==> config.mk <==
export PLATFORM = sky130hd
export DESIGN_NAME = axis_video_src_gen
export DESIGN_NICKNAME = d
export VERILOG_FILES = /design/src/rtl/axis_video_src_gen.sv
export SDC_FILE = /design/constraint.sdc
export NUM_CORES = 1
export LEC_CHECK = 0
export CORE_ASPECT_RATIO = 0.7
export CORE_MARGIN = 2
export CORE_UTILIZATION = 45
export CTS_BUF_LIST = sky130_fd_sc_hd__clkbuf_4
export CTS_CLUSTER_SIZE = 14
export DETAILED_ROUTE_END_ITERATION = 7
export DONT_BUFFER_PORTS = 1
export GPL_ROUTABILITY_DRIVEN = 0
export HOLD_SLACK_MARGIN = 0.02
export PLACE_DENSITY_LB_ADDON = 0.12
export SYNTH_ARGS = -nofsm -noshare
export SYNTH_HDL_FRONTEND = slang
export SYNTH_SLANG_ARGS = --single-unit
export TNS_END_PERCENT = 20
==> constraint.sdc <==
create_clock -name clk -period 5 [get_ports clk]
set_input_delay 1 -clock clk [delete_from_list [all_inputs] [get_ports clk]]
set_output_delay 1 -clock clk [all_outputs]
set_load 0.005 [all_outputs]
==> src/rtl/axis_video_src_gen.sv <==
// AXI4-Stream video test-pattern source.
// Emits frames of cfg_width x cfg_height beats while enable is held, with
// tdata = {zeros, y[7:0], x[7:0], frame_cnt[7:0]}, tuser on pixel (0,0) and
// tlast on the last pixel of each line. Every output is registered.
// Optional feature: define VIDGEN_LINE_GAP_EN to insert LINE_GAP idle cycles
// between lines of a frame (never between frames). DIM_W must be at least 8.
module axis_video_src_gen #(
   parameter int DATA_W   = 24,
   parameter int DIM_W    = 12,
   parameter int LINE_GAP = 4
) (
   input  logic              clk,
   input  logic              rst,
   input  logic              enable,
   input  logic [DIM_W-1:0]  cfg_width,
   input  logic [DIM_W-1:0]  cfg_height,
   output logic [DATA_W-1:0] m_axis_tdata,
   output logic              m_axis_tvalid,
   input  logic              m_axis_tready,
   output logic              m_axis_tuser,
   output logic              m_axis_tlast,
   output logic              busy,
   output logic              frame_done
);

   // Reject parameter values the pixel packing cannot represent.
   if (DATA_W < 24 || DIM_W < 8 || LINE_GAP < 0) begin : g_param_check
      $error("axis_video_src_gen: illegal parameter value");
   end

`ifdef VIDGEN_LINE_GAP_EN
   typedef enum logic [1:0] {
      IDLE   = 2'd0,
      ACTIVE = 2'd1,
      GAP    = 2'd2
   } state_t;

   localparam int GAP_CNT_W = (LINE_GAP > 1) ? $clog2(LINE_GAP) : 1;

   logic [GAP_CNT_W-1:0] gap_cnt;
   logic [GAP_CNT_W-1:0] gap_cnt_nxt;
`else
   typedef enum logic [1:0] {
      IDLE   = 2'd0,
      ACTIVE = 2'd1
   } state_t;
`endif

   state_t            state;
   state_t            state_nxt;
   logic [DIM_W-1:0]  x;
   logic [DIM_W-1:0]  x_nxt;
   logic [DIM_W-1:0]  y;
   logic [DIM_W-1:0]  y_nxt;
   logic [DIM_W-1:0]  w;
   logic [DIM_W-1:0]  w_nxt;
   logic [DIM_W-1:0]  h;
   logic [DIM_W-1:0]  h_nxt;
   logic [7:0]        frame_cnt;
   logic [7:0]        frame_cnt_nxt;
   logic              done_nxt;
   logic              cfg_ok;
   logic              handshake;
   logic [DATA_W-1:0] tdata_nxt;

   assign cfg_ok    = (cfg_width != '0) && (cfg_height != '0);
   assign handshake = m_axis_tvalid && m_axis_tready;

   // State and position registers; reset drops any frame in flight.
   always_ff @(posedge clk) begin
      if (rst) begin
         state     <= IDLE;
         x         <= '0;
         y         <= '0;
         w         <= '0;
         h         <= '0;
         frame_cnt <= '0;
`ifdef VIDGEN_LINE_GAP_EN
         gap_cnt   <= '0;
`endif
      end else begin
         state     <= state_nxt;
         x         <= x_nxt;
         y         <= y_nxt;
         w         <= w_nxt;
         h         <= h_nxt;
         frame_cnt <= frame_cnt_nxt;
`ifdef VIDGEN_LINE_GAP_EN
         gap_cnt   <= gap_cnt_nxt;
`endif
      end
   end

   // Next-state logic: start on enable, advance the raster on each handshake.
   always_comb begin
      state_nxt     = state;
      x_nxt         = x;
      y_nxt         = y;
      w_nxt         = w;
      h_nxt         = h;
      frame_cnt_nxt = frame_cnt;
      done_nxt      = 1'b0;
`ifdef VIDGEN_LINE_GAP_EN
      gap_cnt_nxt   = gap_cnt;
`endif
      case (state)
         IDLE: begin
            x_nxt = '0;
            y_nxt = '0;
            if (enable && cfg_ok) begin
               state_nxt = ACTIVE;
               w_nxt     = cfg_width;
               h_nxt     = cfg_height;
            end
         end
         ACTIVE: begin
            if (handshake) begin
               if (x < w - DIM_W'(1)) begin
                  x_nxt = x + DIM_W'(1);
               end else if (y < h - DIM_W'(1)) begin
                  x_nxt = '0;
                  y_nxt = y + DIM_W'(1);
`ifdef VIDGEN_LINE_GAP_EN
                  if (LINE_GAP > 0) begin
                     state_nxt   = GAP;
                     gap_cnt_nxt = GAP_CNT_W'(LINE_GAP - 1);
                  end
`endif
               end else begin
                  x_nxt         = '0;
                  y_nxt         = '0;
                  done_nxt      = 1'b1;
                  frame_cnt_nxt = frame_cnt + 8'd1;
                  if (enable && cfg_ok) begin
                     w_nxt = cfg_width;
                     h_nxt = cfg_height;
                  end else begin
                     state_nxt = IDLE;
                  end
               end
            end
         end
`ifdef VIDGEN_LINE_GAP_EN
         GAP: begin
            if (gap_cnt == '0) begin
               state_nxt = ACTIVE;
            end else begin
               gap_cnt_nxt = gap_cnt - GAP_CNT_W'(1);
            end
         end
`endif
         default: begin
            state_nxt = IDLE;
         end
      endcase
   end

   // Pixel word for the beat that will be presented after the next edge.
   always_comb begin
      tdata_nxt        = '0;
      tdata_nxt[23:0]  = {y_nxt[7:0], x_nxt[7:0], frame_cnt_nxt};
   end

   // Registered outputs, derived from the next state so they line up with it.
   always_ff @(posedge clk) begin
      if (rst) begin
         m_axis_tdata  <= '0;
         m_axis_tvalid <= 1'b0;
         m_axis_tuser  <= 1'b0;
         m_axis_tlast  <= 1'b0;
         busy          <= 1'b0;
         frame_done    <= 1'b0;
      end else begin
         m_axis_tdata  <= tdata_nxt;
         m_axis_tvalid <= (state_nxt == ACTIVE);
         m_axis_tuser  <= (state_nxt == ACTIVE) && (x_nxt == '0) && (y_nxt == '0);
         m_axis_tlast  <= (state_nxt == ACTIVE) && (x_nxt == w_nxt - DIM_W'(1));
         busy          <= (state_nxt != IDLE);
         frame_done    <= done_nxt;
      end
   end

endmodule

After elaboration in Yosys (flattened, before gate mapping). Index checks and enable logic that the tools add are counted.

Register bits after elaboration: 87. Output and inout bits: 29. Logic and storage cells: 71.

Add/subtract/negate cells: 6. Order comparisons: 2. Equal/unequal tests: 6. Muxes and demuxes: 28. Bitwise operators: 2. Reduce and logical (&&, ||, !) cells: 15.

Operators with widths (number): $mux W12 (13); $pmux W12 S2 (4); $sub A12 B1 Y12 const B (3); $mux W8 (4); $add A12 B1 Y12 const B (2); $logic_not A12 Y1 (2); $lt A12 B12 Y1 (2); $reduce_bool A12 Y1 (2); $eq A12 B12 Y1 (1); $mux W2 (5); $add A8 B1 Y8 const B (1); $logic_and A1 B1 Y1 (6); $ne A2 B2 Y1 const B (3); $eq A2 B1 Y1 const B (2); $pmux W2 S2 (1); $reduce_and A4 Y1 (1); $reduce_bool A2 Y1 (2); $reduce_or A4 Y1 (1); $logic_not A2 Y1 (1); $not A1 Y1 (2); $mux W1 (1).

Logic depth before layout (Yosys ltp). Gate-level depths: netlist of run 1.

Depth in word-level cells: 11. Mapped depth: 20. Depth with buffers taken out: 18.

Worst setup path after synthesis of run 1. Ideal clock, no wire load.

Kind: reg2reg. From: register w[4]. To: register m_axis_tlast. Arrival: 4.892 ns. Data required time: 4.908 ns. Path slack: 0.016 ns. Cell stages (with the launch flop): 20. Buffers on the path: 2. Clock period less this slack: 4.984 ns. Path through: dfxtp_1 -> nor4_1 -> nand2b_1 -> nor3_1 -> nand2_1 -> xor2_1 -> ha_1 -> a21o_1 -> a21o_1 -> a221oi_1 -> a22oi_1 -> a21oi_4 -> buf_2 -> buf_2 -> mux2i_1 -> ha_1 -> xor2_1 -> nand3_1 -> or4b_1 -> nor4_1.

Longest elaborated chain between the ends: 8.

Ends and longest elaborated chain: start: declaration (line 55) `logic [DIM_W-1:0] w;`; start signal: assignment (line 85) `w <= w_nxt;`; $sub A12 B1 Y12 or $mux W12 (tied branches) (line 118, 110, 134); $lt A12 B12 Y1 or $mux W12 (tied branches) (line 118, 120); $mux W12 (line 118) `if (x < w - DIM_W'(1)) begin`; $mux W12 (line 117) `if (handshake) begin`; $pmux W12 S2 (line 106) `case (state)`; $sub A12 B1 Y12 (line 177) `m_axis_tlast <= (state_nxt == ACTIVE) && (x_nxt == w_nxt - DIM_W'(1));`; $eq A12 B12 Y1 (line 177); $logic_and A1 B1 Y1 (*) (line 177); end signal: assignment (line 177); end: declaration (line 21) `output logic m_axis_tlast,`.

Every way passes the cells marked *; elsewhere a longest branch is shown, timed or not. A chain may end at the register's enable or synchronous reset.

Final worst setup path of run 1. Ends and elaborated chain as after synthesis.

==> run summary, run 1 <==
FF-to-FF path depth -> 16
RSZ-0062 raised after global routing -> false
IO Count -> 57
synth top area cells -> dfxtp_1, ha_1, mux2i_1, nor2_1, xnor2_1
total power per unit cell area -> 237 mW/mm²
CP peak stage delay -> 0.54 ns
CP startpoint -> w[4]$_SDFF_PP0_
Area growth syn-to-layout -> 3.88%
hpwl dp -> 8920 µm
nets -> 571
worst-skew pair later-pin latency -> 0.43 ns
Routed Antenna Nets -> 0
Leak Pwr -> 1.87 nW
post-synthesis mux area share -> 7.85%
TritonCTS clock tree -> done
clk buf depth -> 2
Root Buffer -> clkbuf_4
antenna violations before repair -> 0
largest family of logic cells by synthesized area -> simple AND/OR/NAND/NOR gates
Synth Flop Type -> dfxtp_1
synthesis-stage register bit count -> 63
Hold Crit Endpoint -> frame_cnt[6]$_SDFFE_PP0P_
Synth cell types -> 59
synth warn -> 0
Cell Area, Synth -> 0.00429 mm²
Synth async-reset ratio -> 0%
most common cell in the netlist -> nor2_1
CTS buffer count -> 9
Fin. Hold Viols -> 0
# DRC -> 0
CP Launch Type -> register
Max Cap Viol -> 0
first-pass GRT wire length -> 18,700 µm
maximum VDD drop -> 0.152 mV
most common library cells after synthesis -> nor2_1, dfxtp_1, nand2_1
compound-gate portion of the synthesized area -> 13.4%
Peak Freq -> 217 MHz
H-Tree Depth -> 3
Rows -> 29
clock-pin transition on the worst setup and hold timing paths -> 0.12 ns
worst slew pin tran -> 0.697 ns
number of synthesized flops with an enable pin -> 0
Critical R2R Launch -> w[4]$_SDFF_PP0_
Slowest cell on crit path -> or4b_1
worst hold path class -> register to register
Non-Filler Instances -> 644
Starting Density -> 46.9%
worst r2r dst -> m_axis_tlast$_SDFF_PP0_
post-synthesis net count -> 585
status -> complete, no violations
share of layout cells above drive strength 1 -> 7.31%
fin crit share -> 92.3%
start point of the worst hold path -> frame_cnt[6]$_SDFFE_PP0P_
Inst Count DP -> 628
CP arrival -> 4.97 ns
number of port buffers -> 0
FF-to-FF setup slack -> 0.39 ns
grt ovf -> 0
Synth area leader -> dfxtp_1
Avg Cell Area, Syn -> 8.11 µm²
Multi-input gate area -> 0.00282 mm²
crit-path max FO -> 5
XOR/XNOR share of the synthesized area -> 9.40%
Buf/Inv on CP -> 0
delay-heaviest family, CP -> simple AND/OR/NAND/NOR gates
Sum Neg Setup Slack -> 0 ns
largest net degree at the start of global routing -> 61
vias in the first global route -> 3,425
crit end category -> register
max-slew violations -> 0
drt wl/cell -> 17.9 µm
via density per instance -> 5.83
Die X -> 121 µm
hold depth -> 2
total core area -> 0.00914 mm²
WS Path Type -> register to register
FF/Latch Area -> 0.00126 mm²
vias post-DR -> 3,752
final number of setup-violating endpoints -> 0
Max-slew headroom -> 53.6%
Synth top area share -> 29.4%
Max Clock Skew -> 0.0144 ns
Util after Layout -> 48.7%
clock sinks -> 63
Post-Synth Simple-Gate Area -> 26.3%
min Tclk post-route -> 4.61 ns
die height -> 85.7 µm
DR iter-0 viols -> 290
Initial DRT Pass Iterations -> 5
worst path cell trace -> nor4_4 > nand2_1 > or2_2 > nor4_1 > xnor2_1 > ha_1 > and4_1 > a221oi_2 > a22oi_1 > a21oi_4 > mux2i_2 > ha_1 > xor2_1 > nand3_1 > or4b_1 > nor4_1
Synth Area in Adders -> 8.17%
cell count after synthesis -> 529
Req. time, crit path -> 5.35 ns
GRT Overall Usage -> 23.4%
wirelength, routed -> 11,500 µm
# fillers -> 910
# Post-CTS Setup Buffers -> 0
Seq/Total Area, Yosys -> 29.4%
Ant. Diodes -> 0
DIE AREA -> 0.0103 mm²
==> layout by cell type (no fill, tap or decap), types with 3 or more instances in the layout <==
master,Yosys,routed
a21o_1,6,6
a31oi_1,6,6
a21oi_1,28,28
nand4_1,8,8
mux2i_1,28,27
nor2b_1,12,12
nor2_1,73,73
nor3_1,16,16
and3_1,6,6
buf_4,16,9
nand3_1,13,13
o22ai_1,4,4
and4_1,5,5
clkinvlp_4,0,3
clkbuf_4,0,9
nor4_1,15,14
o21ai_1,7,7
ha_1,28,28
or3_1,4,4
nand2b_1,6,6
nand2_1,42,42
and2_1,4,4
xor2_1,21,21
dfxtp_1,63,63
nor3b_1,4,4
mux2_2,3,3
a22oi_1,3,3
inv_1,9,9
xnor2_1,25,25
o21ai_0,19,19
==> final cells by class <==
type	count	share of cell area, %
clock buffers	9	1.52
well taps	124	3.48
repair buffers	9	1.52
inverters	9	0.758
multi-input cells	423	63.3
flip-flops and latches	63	28.3
clock inverters	7	1.12
==> per-layer routing <==
metal / GRT usage (%) / share of wire (%) / wire length [µm] / up-vias
met5: 0 / 0 / 0 / -
met4: 5.60 / 1.1 / 123 / 0
met3: 8.31 / 9.0 / 1040 / 12
met2: 30.4 / 38 / 4420 / 150
met1: 36.1 / 52 / 5950 / 1746
li1: - / - / - / 1844
==> logic make-up (layout without fill, tap and decap cells) <==
| logic type | Yosys count | count (layout) |
|---|---|---|
| muxes | 33 | 33 |
| other | 1 | 1 |
| adders and majority gates | 28 | 28 |
| xor gates and xnor gates | 46 | 46 |
| DFF | 63 | 63 |
| buffers and inverters | 43 | 34 |
| and+or+nand+nor | 224 | 224 |
| AOI/OAI and AO/OA | 91 | 91 |
==> registers in the layout (all words and copies together) (netlist names) <==
register,cells
m_axis_tlast,1
m_axis_tvalid,1
y,12
h,12
state,2
busy,1
frame_done,1
m_axis_tdata,1
w,12
m_axis_tuser,1
x,12
frame_cnt,7
==> power breakdown <==
part           internal (W)  switching (W)
registers          0.000514      0.0000191
logic             0.0000991       0.000117
clock network      0.000101       0.000206
==> repair_timing <==
action	in CTS	in global routing
endpoints found under the setup margin	0	2
gates resized for setup	0	4
hold buffers	0	0
==> worst reg2reg max path: cells and delay by family, from the launching register on <==
family	cells	cell delay, ns
xor+xnor	2	0.35
fa+ha+maj	2	0.56
compound gates	3	0.76
mux	1	0.35
simple gates	8	2.13
flops	1	0.39
==> per-stage QoR <==
stage          hold slack (ns)  power, W  setup WS (ns)  area (µm²)
3_3_place_gp             0.505  0.000750          0.346        4310
3_5_place_dp             0.523  0.000754          0.154        4310
6_report                 0.540   0.00106          0.386        4450
2_1_floorplan            0.485  0.000714         0.0156        4290
5_1_grt                  0.579   0.00112         0.0486        4450
4_1_cts                  0.543   0.00107          0.103        4430
==> worst max path at each step <==
stage,to,depth (start not counted)
after floorplan,m_axis_tlast$_SDFF_PP0_,19
after global placement,m_axis_tlast$_SDFF_PP0_,16
after detailed placement,m_axis_tlast$_SDFF_PP0_,16
after CTS,m_axis_tlast$_SDFF_PP0_,16
after global routing,m_axis_tlast$_SDFF_PP0_,16
final,m_axis_tlast$_SDFF_PP0_,16
Power figures use the tool's default switching activity.
==> run 2: changes to the inputs <==
Settings changed: GPL_ROUTABILITY_DRIVEN 0 to default.
==> results of run 2 <==
Same layout as run 1: the final DEF is identical, and so are final timing and power.
==> run 3: changes to the inputs <==
Settings changed: ABC_AREA from default to 0, CORE_ASPECT_RATIO 0.7 to default.
==> run 3 against run 2 <==
First-iteration DRC count shrank 46%. Register-to-register slack lost 0.06 ns. Final area grew 0.67%. Critical path depth is the same. Clock skew grew 0.011 ns. Power grew 5.1%. Utilization shrank 0.18 points. Worst setup slack lost 0.055 ns. Clock power grew 20%. Routed wire length shrank 4.4%.
==> run summary, run 3 (synthesized netlist as in run 1, its figures left out) <==
status -> complete, no violations (unchanged)
# DRC -> 0 (unchanged)
vias post-DR -> 3,692 (was 3,752)
nets -> 569 (was 571)
die height -> 102 µm (was 85.7 µm)
worst-skew pair later-pin latency -> 0.42 ns (was 0.43 ns)
H-Tree Depth -> 3 (unchanged)
Inst Count DP -> 631 (was 628)
first-pass GRT wire length -> 17,600 µm (was 18,700 µm)
commonest non-fill, non-tap cells in the layout -> nor2_1, dfxtp_1, nand2_1, a21oi_1, ha_1 (unchanged)
Area growth syn-to-layout -> 4.58% (was 3.88%)
antenna violations before repair -> 0 (unchanged)
Slowest cell on crit path -> or4b_1 (unchanged)
worst hold path class -> register to register (unchanged)
worst path cell trace -> nor4_4 > nand2_1 > or2_2 > nor4_1 > xnor2_1 > ha_1 > and4_1 > a221oi_2 > a22oi_2 > a21oi_4 > mux2i_2 > ha_1 > xor2_1 > xnor2_1 > or4b_1 > nor4_1 (was nor4_4 > nand2_1 > or2_2 > nor4_1 > xnor2_1 > ha_1 > and4_1 > a221oi_2 > a22oi_1 > a21oi_4 > mux2i_2 > ha_1 > xor2_1 > nand3_1 > or4b_1 > nor4_1)
Hold Buf Count CTS -> 0 (unchanged)
clk buf depth -> 2 (unchanged)
most common cell after layout, fill and taps aside -> nor2_1 (unchanged)
WS Path Type -> register to register (unchanged)
IO Count -> 57 (unchanged)
DR iter-0 viols -> 158 (was 290)
grt ovf -> 0 (unchanged)
Ant. Diodes -> 0 (unchanged)
Die X -> 102 µm (was 121 µm)
final number of setup-violating endpoints -> 0 (unchanged)
maximum VDD drop -> 0.112 mV (was 0.152 mV)
via density per instance -> 5.71 (was 5.83)
total power per unit cell area -> 248 mW/mm² (was 237 mW/mm²)
Non-Filler Instances -> 647 (was 644)
gpl congestion -> 0.927 (was 0.917)
crit end category -> register (unchanged)
Max Cap Viol -> 0 (unchanged)
share of layout cells above drive strength 1 -> 7.34% (was 7.31%)
vias in the first global route -> 3,462 (was 3,425)
GRT Overall Usage -> 21.9% (was 23.4%)
Fin. Hold Viols -> 0 (unchanged)
Peak Freq -> 214 MHz (was 217 MHz)
CTS buffer count -> 9 (unchanged)
number of port buffers -> 0 (unchanged)
Starting Density -> 46.4% (was 46.9%)
hpwl dp -> 8390 µm (was 8920 µm)
Post-Place Setup Slack -> -0.0631 ns (was 0.154 ns)
clock-pin transition on the worst setup and hold timing paths -> 0.10 ns (was 0.12 ns)
crit-path max FO -> 5 (unchanged)
TritonCTS clock tree -> done (unchanged)
total core area -> 0.00924 mm² (was 0.00914 mm²)
wirelength, routed -> 11,000 µm (was 11,500 µm)
CP arrival -> 4.97 ns (about the same)
Finished Cell Area -> 0.00448 mm² (was 0.00445 mm²)
drt wl/cell -> 17.0 µm (was 17.9 µm)
Final WS setup -> 0.331 ns (was 0.386 ns)
largest net degree at the start of global routing -> 61 (unchanged)
delay-heaviest family, CP -> simple AND/OR/NAND/NOR gates (unchanged)
CP peak stage delay -> 0.46 ns (was 0.54 ns)
Routed Antenna Nets -> 0 (unchanged)
worst slew pin tran -> 0.989 ns (was 0.697 ns)
area of placed instances -> 0.00430 mm² (was 0.00431 mm²)
Max Clock Skew -> 0.0254 ns (was 0.0144 ns)
min Tclk post-route -> 4.67 ns (was 4.61 ns)
Initial DRT Pass Iterations -> 5 (unchanged)
fin crit share -> 93.4% (was 92.3%)
Sum Neg Setup Slack -> 0 ns (unchanged)
DIE AREA -> 0.0103 mm² (about the same)
max-slew violations -> 0 (unchanged)
CP Launch Type -> register (unchanged)
clock sinks -> 63 (unchanged)
Root Buffer -> clkbuf_4 (unchanged)
Leak Pwr -> 1.89 nW (was 1.87 nW)
Buf/Inv on CP -> 0 (unchanged)
Max-slew headroom -> 34.0% (was 53.6%)
Req. time, crit path -> 5.31 ns (was 5.35 ns)
Rows -> 35 (was 29)
Hold WS -> 0.529 ns (was 0.540 ns)
[run 3: path summary, 6_finish.rpt]
check	endpoint	slack [ns]	start	cells after the start
worst max-delay path	m_axis_tlast$_SDFF_PP0_	0.33	w[4]$_SDFF_PP0_	16
worst min-delay path	frame_cnt[6]$_SDFFE_PP0P_	0.53	frame_cnt[6]$_SDFFE_PP0P_	2
worst max register to register	m_axis_tlast$_SDFF_PP0_	0.33	w[4]$_SDFF_PP0_	16
worst min register to register	frame_cnt[6]$_SDFFE_PP0P_	0.53	frame_cnt[6]$_SDFFE_PP0P_	2
[run 3: per-layer routing]
| metal | GRT usage [%] | vias up | routed length (µm) |
|---|---|---|---|
| li1 | - | 1840 | - |
| met1 | 31.1 | 1723 | 5290 |
| met2 | 32.1 | 115 | 4700 |
| met3 | 6.07 | 14 | 814 |
| met4 | 6.34 | 0 | 208 |
| met5 | 0 | - | 0 |
[run 3: stage by stage]
step / power [W] / utilization (%)
CTS: 0.00111 / 48.2
global placement: 0.000744 / 46.6
detailed placement: 0.000749 / 46.6
finish: 0.00111 / 48.5
global route: 0.00117 / 48.5
floorplan: 0.000714 / -
[run 3: power by group]
| part | internal [W] | total (W) | leakage, nW | switching, W |
|---|---|---|---|---|
| combinational | 0.0000974 | 0.000210 | 1.30 | 0.000112 |
| clock | 0.000167 | 0.000367 | 0.0750 | 0.000200 |
| sequential | 0.000514 | 0.000533 | 0.511 | 0.0000190 |
[run 3: layout make-up]
type | count | area [µm²]
Multi-Input combinational cell | 423 | 2840
Sequential cell | 63 | 1260
Inverter | 9 | 33.8
Fill cell | 936 | 4760
Timing Repair Buffer | 7 | 56.3
Tap cell | 129 | 161
Clock buffer | 12 | 90.1
Clock inverter | 4 | 46.3
[run 3: repair_timing]
action,in CTS,in global routing
buffers inserted,0,0
cloned,0,0
resized for setup,2,6
setup endpoints to repair,1,2
hold endpoints to repair,0,0
[run 3: worst reg2reg max path, stage by stage (launching register included)]
cell and delay [ns]:
dfxtp_1 0.39, nor4_4 0.34, nand2_1 0.12, or2_2 0.30, nor4_1 0.24, xnor2_1 0.17, ha_1 0.26, and4_1 0.22
a221oi_2 0.35, a22oi_2 0.18, a21oi_4 0.24, mux2i_2 0.32, ha_1 0.30, xor2_1 0.20, xnor2_1 0.13, or4b_1 0.46
nor4_1 0.32
